==> config.mk <==
export PLATFORM = sky130hd
export DESIGN_NAME = mem_bus_arbiter
export DESIGN_NICKNAME = d
export VERILOG_FILES = /design/src/rtl/mem_bus_arbiter.sv
export SDC_FILE = /design/constraint.sdc
export NUM_CORES = 1
export LEC_CHECK = 0
export ABC_CLOCK_PERIOD_IN_PS = 2400
export BUFFER_PORTS_ARGS = -buffer_cell sky130_fd_sc_hd__buf_2
export CAP_MARGIN = 20
export CORE_ASPECT_RATIO = 0.6
export CORE_MARGIN = 5
export CORE_UTILIZATION = 38
export CTS_BUF_LIST = sky130_fd_sc_hd__clkbuf_4 sky130_fd_sc_hd__clkbuf_8
export CTS_CLUSTER_SIZE = 10
export DETAILED_ROUTE_END_ITERATION = 7
export GPL_ROUTABILITY_DRIVEN = 1
export PLACE_DENSITY = 0.78
export SYNTH_ARGS = -nofsm -noshare
export SYNTH_HDL_FRONTEND = slang
export SYNTH_SLANG_ARGS = --single-unit
==> constraint.sdc <==
create_clock -name clk_i -period 2.4 [get_ports clk_i]
set_input_delay 0.24 -clock clk_i [delete_from_list [all_inputs] [get_ports clk_i]]
set_output_delay 0.24 -clock clk_i [all_outputs]
set_load 0.01 [all_outputs]
==> src/rtl/mem_bus_arbiter.sv <==
// Two-master, one-slave round-robin arbiter for a valid/ready native memory bus.
// One transaction in flight at a time; the request fields are latched at grant.
// A hung slave is released by a forced completion that returns ErrData.
module mem_bus_arbiter #(
   parameter int unsigned TimeoutCycles = 1024,
   parameter logic [31:0] ErrData       = 32'hFFFF_FFFF
) (
   input  logic        clk_i,
   input  logic        reset_i,
   input  logic        m0_valid_i,
   input  logic [31:0] m0_addr_i,
   input  logic [31:0] m0_wdata_i,
   input  logic [3:0]  m0_wstrb_i,
   output logic [31:0] m0_rdata_o,
   output logic        m0_ready_o,
   input  logic        m1_valid_i,
   input  logic [31:0] m1_addr_i,
   input  logic [31:0] m1_wdata_i,
   input  logic [3:0]  m1_wstrb_i,
   output logic [31:0] m1_rdata_o,
   output logic        m1_ready_o,
   output logic        s_valid_o,
   output logic [31:0] s_addr_o,
   output logic [31:0] s_wdata_o,
   output logic [3:0]  s_wstrb_o,
   input  logic [31:0] s_rdata_i,
   input  logic        s_ready_i,
   output logic        grant_o,
   output logic        busy_o,
   output logic        timeout_o
);

   // Width of a counter that can reach TimeoutCycles; kept at 1 bit when disabled
   localparam int unsigned CntW = (TimeoutCycles > 0) ? $clog2(TimeoutCycles + 1) : 1;
   localparam logic [CntW-1:0] CntLast = CntW'(TimeoutCycles - 1);

   typedef enum logic {
      IDLE,
      BUSY
   } state_t;

   state_t            state;
   logic              grant;
   logic              last_grant;
   logic [CntW-1:0]   cnt;
   logic [31:0]       addr_q;
   logic [31:0]       wdata_q;
   logic [3:0]        wstrb_q;
   logic              timeout_q;

   logic              req_any;
   logic              pick;
   logic              busy;
   logic              tmo_fire;
   logic              done;
   logic [31:0]       rsp_data;

   // Arbitration choice, completion detection and master-side responses
   always_comb begin
      req_any  = m0_valid_i | m1_valid_i;
      pick     = (m0_valid_i && m1_valid_i) ? ~last_grant : m1_valid_i;
      busy     = (state == BUSY);
      // slave completion takes priority over a timeout landing in the same cycle
      tmo_fire = busy && !s_ready_i && (TimeoutCycles != 0) && (cnt == CntLast);
      done     = busy && (s_ready_i || tmo_fire);
      rsp_data = s_ready_i ? s_rdata_i : ErrData;

      m0_ready_o = done && !grant;
      m1_ready_o = done && grant;
      m0_rdata_o = m0_ready_o ? rsp_data : '0;
      m1_rdata_o = m1_ready_o ? rsp_data : '0;

      s_valid_o  = busy;
      s_addr_o   = addr_q;
      s_wdata_o  = wdata_q;
      s_wstrb_o  = wstrb_q;
      grant_o    = grant;
      busy_o     = busy;
      timeout_o  = timeout_q;
   end

   // Grant/complete state machine with latched request fields and timeout counter
   always_ff @(posedge clk_i or posedge reset_i) begin
      if (reset_i) begin
         state      <= IDLE;
         grant      <= 1'b0;
         last_grant <= 1'b1;
         cnt        <= '0;
         addr_q     <= '0;
         wdata_q    <= '0;
         wstrb_q    <= '0;
         timeout_q  <= 1'b0;
      end else begin
         case (state)
            IDLE: begin
               if (req_any) begin
                  grant      <= pick;
                  last_grant <= pick;
                  cnt        <= '0;
                  addr_q     <= pick ? m1_addr_i  : m0_addr_i;
                  wdata_q    <= pick ? m1_wdata_i : m0_wdata_i;
                  wstrb_q    <= pick ? m1_wstrb_i : m0_wstrb_i;
                  state      <= BUSY;
               end
            end
            BUSY: begin
               if (cnt != '1) begin
                  cnt <= cnt + 1'b1;
               end
               if (tmo_fire) begin
                  timeout_q <= 1'b1;
               end
               if (done) begin
                  state <= IDLE;
               end
            end
            default: state <= IDLE;
         endcase
      end
   end

endmodule

==> results.sh <==
export IMPL_maxCapViolCount=0
export IMPL_hpwl_um=10610
export IMPL_hold_viol=0
export IMPL_post_place_ws_ns=0.3246
export IMPL_power_density_nw_per_um2=887.2
export IMPL_syn_num_nets=659
export IMPL_grt_pass1_vias=4184
export IMPL_htreeDepth=3
export IMPL_totalWireLength_um=13130
export IMPL_layout_cells_non_filler=933
export IMPL_grt_setup_unrepaired="no"
export IMPL_synthMuxAreaShare=0.1560
export IMPL_rows=30
export IMPL_path_clk_slew_ns=0.08
export IMPL_tns_ns=0
export IMPL_syn_inst=485
export IMPL_dr_total_vias=4434
export IMPL_pwr_share_comb=0.421
export IMPL_grtUsageTotal=0.1828
export IMPL_grt_max_degree=84
export IMPL_cts_sinks=83
export IMPL_p_leak_nw=3.730
export IMPL_ys_ff_latch=83
export IMPL_tightest_slew_ns=0.6242
export IMPL_drtIter0Drc=269
export IMPL_drtAntennaViolNets=0
export IMPL_p_switching_mw=2.151
export IMPL_critPathCaptureType="output pin"
export IMPL_ctsRootBufferMaster="clkbuf_8"
export IMPL_die_x_um=148.3
export IMPL_synthSimpleGateAreaFrac=0.1956
export IMPL_seqPwrFrac=0.397
export IMPL_p_clk_frac=0.182
export IMPL_core_area_um2=11260
export IMPL_required_ns=2.16
export IMPL_insertion_delay_ns=0.34
export IMPL_syn_area_um2=4363
export IMPL_cp_arrival_ns=2.00
export IMPL_drc=0
export IMPL_synthXorXnorAreaFrac=0.002007
export IMPL_synth_adder_area_share=0.002868
export IMPL_outcome="completed"
export IMPL_post_route_period_util=0.9319
export IMPL_ioPinCount=311
export IMPL_fp_dieArea_um2=13790
export IMPL_critPathMaxFanout=33
export IMPL_synth_cell_types=37
export IMPL_grt_pass1_wl_um=20510
export IMPL_ir_drop_uv=382.2
export IMPL_place_congestion=0.8589
export IMPL_cts_buffers=9
export IMPL_skew_ns=0.007798
export IMPL_cts_tree="yes"
export IMPL_crit_type="reg -> out"
export IMPL_dp_cells=916
export IMPL_diodes=0
export IMPL_clock_path_buffers=2
export IMPL_portBuffers=310
export IMPL_antenna_found_initial=0
export IMPL_grt_overflow=0
export IMPL_firstDrtPassIters=5
export IMPL_p_sw_frac=0.3865
export IMPL_initial_core_util=0.3874
export IMPL_hold_path_class="in -> reg"
export IMPL_crit_path_start_kind="flop"
export IMPL_syn_area_per_cell_um2=8.996
export IMPL_drive_gt1_frac=0.4474
export IMPL_dieHeight_um=93
export IMPL_final_nets=958
export IMPL_synth_compound_area_share=0.1193
export IMPL_vias_per_cell=4.752
export IMPL_intPower_mw=3.415
export IMPL_finalMaxSlewViolations=0
export IMPL_yosysSeqAreaShare=0.4763
export IMPL_wl_per_cell_um=14.08
export IMPL_setup_violations=0
export IMPL_fmax_ghz=0.4471
export IMPL_relSlewSlack=0.5839
export IMPL_finalCriticalPeriod_ns=2.237
export IMPL_syn_to_final_growth_pct=43.79
export IMPL_synth_top_family_by_area="simple AND/OR/NAND/NOR gates"
export IMPL_timing_final_ws_setup_ns=0.1633
export IMPL_cts_setup_buffers=0
export IMPL_yosysWarningCount=0
cells by family after synthesis:
family	after synthesis
and+or+nand+nor	203
AOI/OAI and AO/OA	90
DFF	83
muxes	68
buffers and inverters	39
xor gates and xnor gates	1
adders and majority gates	1
worst paths after layout:
path	endpoint	depth (start not counted)	from	slack, ns
max in group asynchronous	cnt[3]$_DFFE_PP0P_	4	reset_i	1.51
worst max register to register	s_wdata_o[29]$_DFFE_PP0P_	5	busy_o$_DFF_PP0_	0.59
worst max-delay path	m1_rdata_o[21]	7	cnt[0]$_DFFE_PP0P_	0.16
worst min-delay path	last_grant$_DFFE_PP1P_	2	m0_valid_i	0.12
min in group asynchronous	s_wdata_o[10]$_DFFE_PP0P_	4	reset_i	0.52
worst min register to register	s_addr_o[1]$_DFFE_PP0P_	2	s_addr_o[1]$_DFFE_PP0P_	0.48
Yosys cell counts:
cell | number | area [um2]
nand3b_2 | 1 | 11.26
and2_1 | 1 | 6.260
dfrtp_1 | 82 | 2052
o31a_1 | 1 | 8.760
nand4_4 | 1 | 21.27
o41ai_4 | 1 | 27.53
a21oi_1 | 4 | 20.02
o31ai_4 | 1 | 21.27
a31oi_1 | 4 | 25.02
nor3_1 | 7 | 35.03
buf_6 | 6 | 67.56
nand2_2 | 1 | 6.260
inv_1 | 5 | 18.77
nand3_2 | 1 | 10.01
nand3_1 | 6 | 30.03
xor2_1 | 1 | 8.760
o21ai_0 | 72 | 360.4
ha_1 | 1 | 12.51
buf_4 | 1 | 7.510
buf_2 | 11 | 55.05
a22o_1 | 2 | 17.52
or2_2 | 1 | 6.260
a211o_1 | 4 | 35.03
mux2i_1 | 68 | 680.7
nand4_1 | 2 | 12.51
nor2_1 | 95 | 356.6
nor2_2 | 1 | 6.260
dfstp_2 | 1 | 26.28
clkbuf_1 | 11 | 41.29
clkinv_1 | 1 | 3.750
buf_1 | 4 | 15.01
nand2_1 | 77 | 289.0
and4_1 | 2 | 17.52
nor3b_1 | 1 | 7.510
nand2b_1 | 1 | 6.260
and3_1 | 5 | 31.28
o21ai_1 | 1 | 5.000
cell usage in the layout (no fill, tap or decap), types with 4 or more instances in the layout:
cell type	Yosys	layout
a21oi_1	4	4
clkbuf_8	0	10
mux2i_1	68	68
a31oi_1	4	4
nand2_1	77	76
inv_1	5	4
a211o_1	4	4
nor3_1	7	7
nand3_1	6	6
and3_1	5	5
buf_4	1	5
buf_2	11	310
nor2_1	95	94
dfrtp_1	82	79
o21ai_0	72	72
registers in the layout, indices dropped and copies added (netlist names):
signal / count
grant_o: 1
s_wstrb_o: 4
s_addr_o: 32
cnt: 11
s_wdata_o: 32
last_grant: 1
busy_o: 1
timeout_o: 1
stage by stage:
stage | hold WS, ns | cell area, um2 | total power [mW] | util
2_1_floorplan | 0.3100 | 4363 | 3.544 | -
3_3_place_gp | 0.3670 | 6041 | 4.536 | 0.5364
3_5_place_dp | 0.3707 | 6041 | 4.601 | 0.5364
4_1_cts | 0.09792 | 6267 | 5.656 | 0.5566
5_1_grt | 0.1033 | 6274 | 6.028 | 0.5571
6_report | 0.1244 | 6274 | 5.566 | 0.5571
area by class of cell:
type,instances,area [um2]
fill,1053,4987
inverter,6,23.77
clock buffer,11,145.1
multi-input combinational,363,2100
timing repair buffer,321,1682
tap,144,180.2
clock inverter,5,61.31
sequential,83,2082
per-layer routing:
| metal | part of all wire | vias up | routed length [um] | global-route usage |
|---|---|---|---|---|
| met1 | 0.43 | 1982 | 5655 | 0.2529 |
| met2 | 0.46 | 196 | 6053 | 0.2740 |
| li1 | - | 2241 | - | - |
| met4 | 0.012 | 0 | 164 | 0.04151 |
| met3 | 0.096 | 15 | 1261 | 0.06877 |
| met5 | 0 | - | 0 | 0 |
critical path, cell delays in order (launching register included):
cell and delay, ns:
dfrtp_1 0.41, ha_2 0.24, nand2_2 0.13, o41ai_4 0.29, nand3_2 0.11, buf_6 0.20
nor2_2 0.14, buf_2 0.14
power by group through the flow:
stage	clock (mW)	sequential (mW)	combinational, mW
finish	1.01	2.21	2.34
global route	1.13	2.29	2.61
CTS	1.06	2.21	2.38
detailed placement	0	2.22	2.38
global placement	0	2.21	2.33
floorplan	0	2.45	1.10
what timing repair did:
item                                    CTS  global route
cloned                                    0             0
pin swaps                                 0             1
gates resized for setup                   3             4
hold endpoints to repair                 82             0
endpoints found under the setup margin   62            64
hold buffers                              1             0
(Power assumes the default switching activity.)
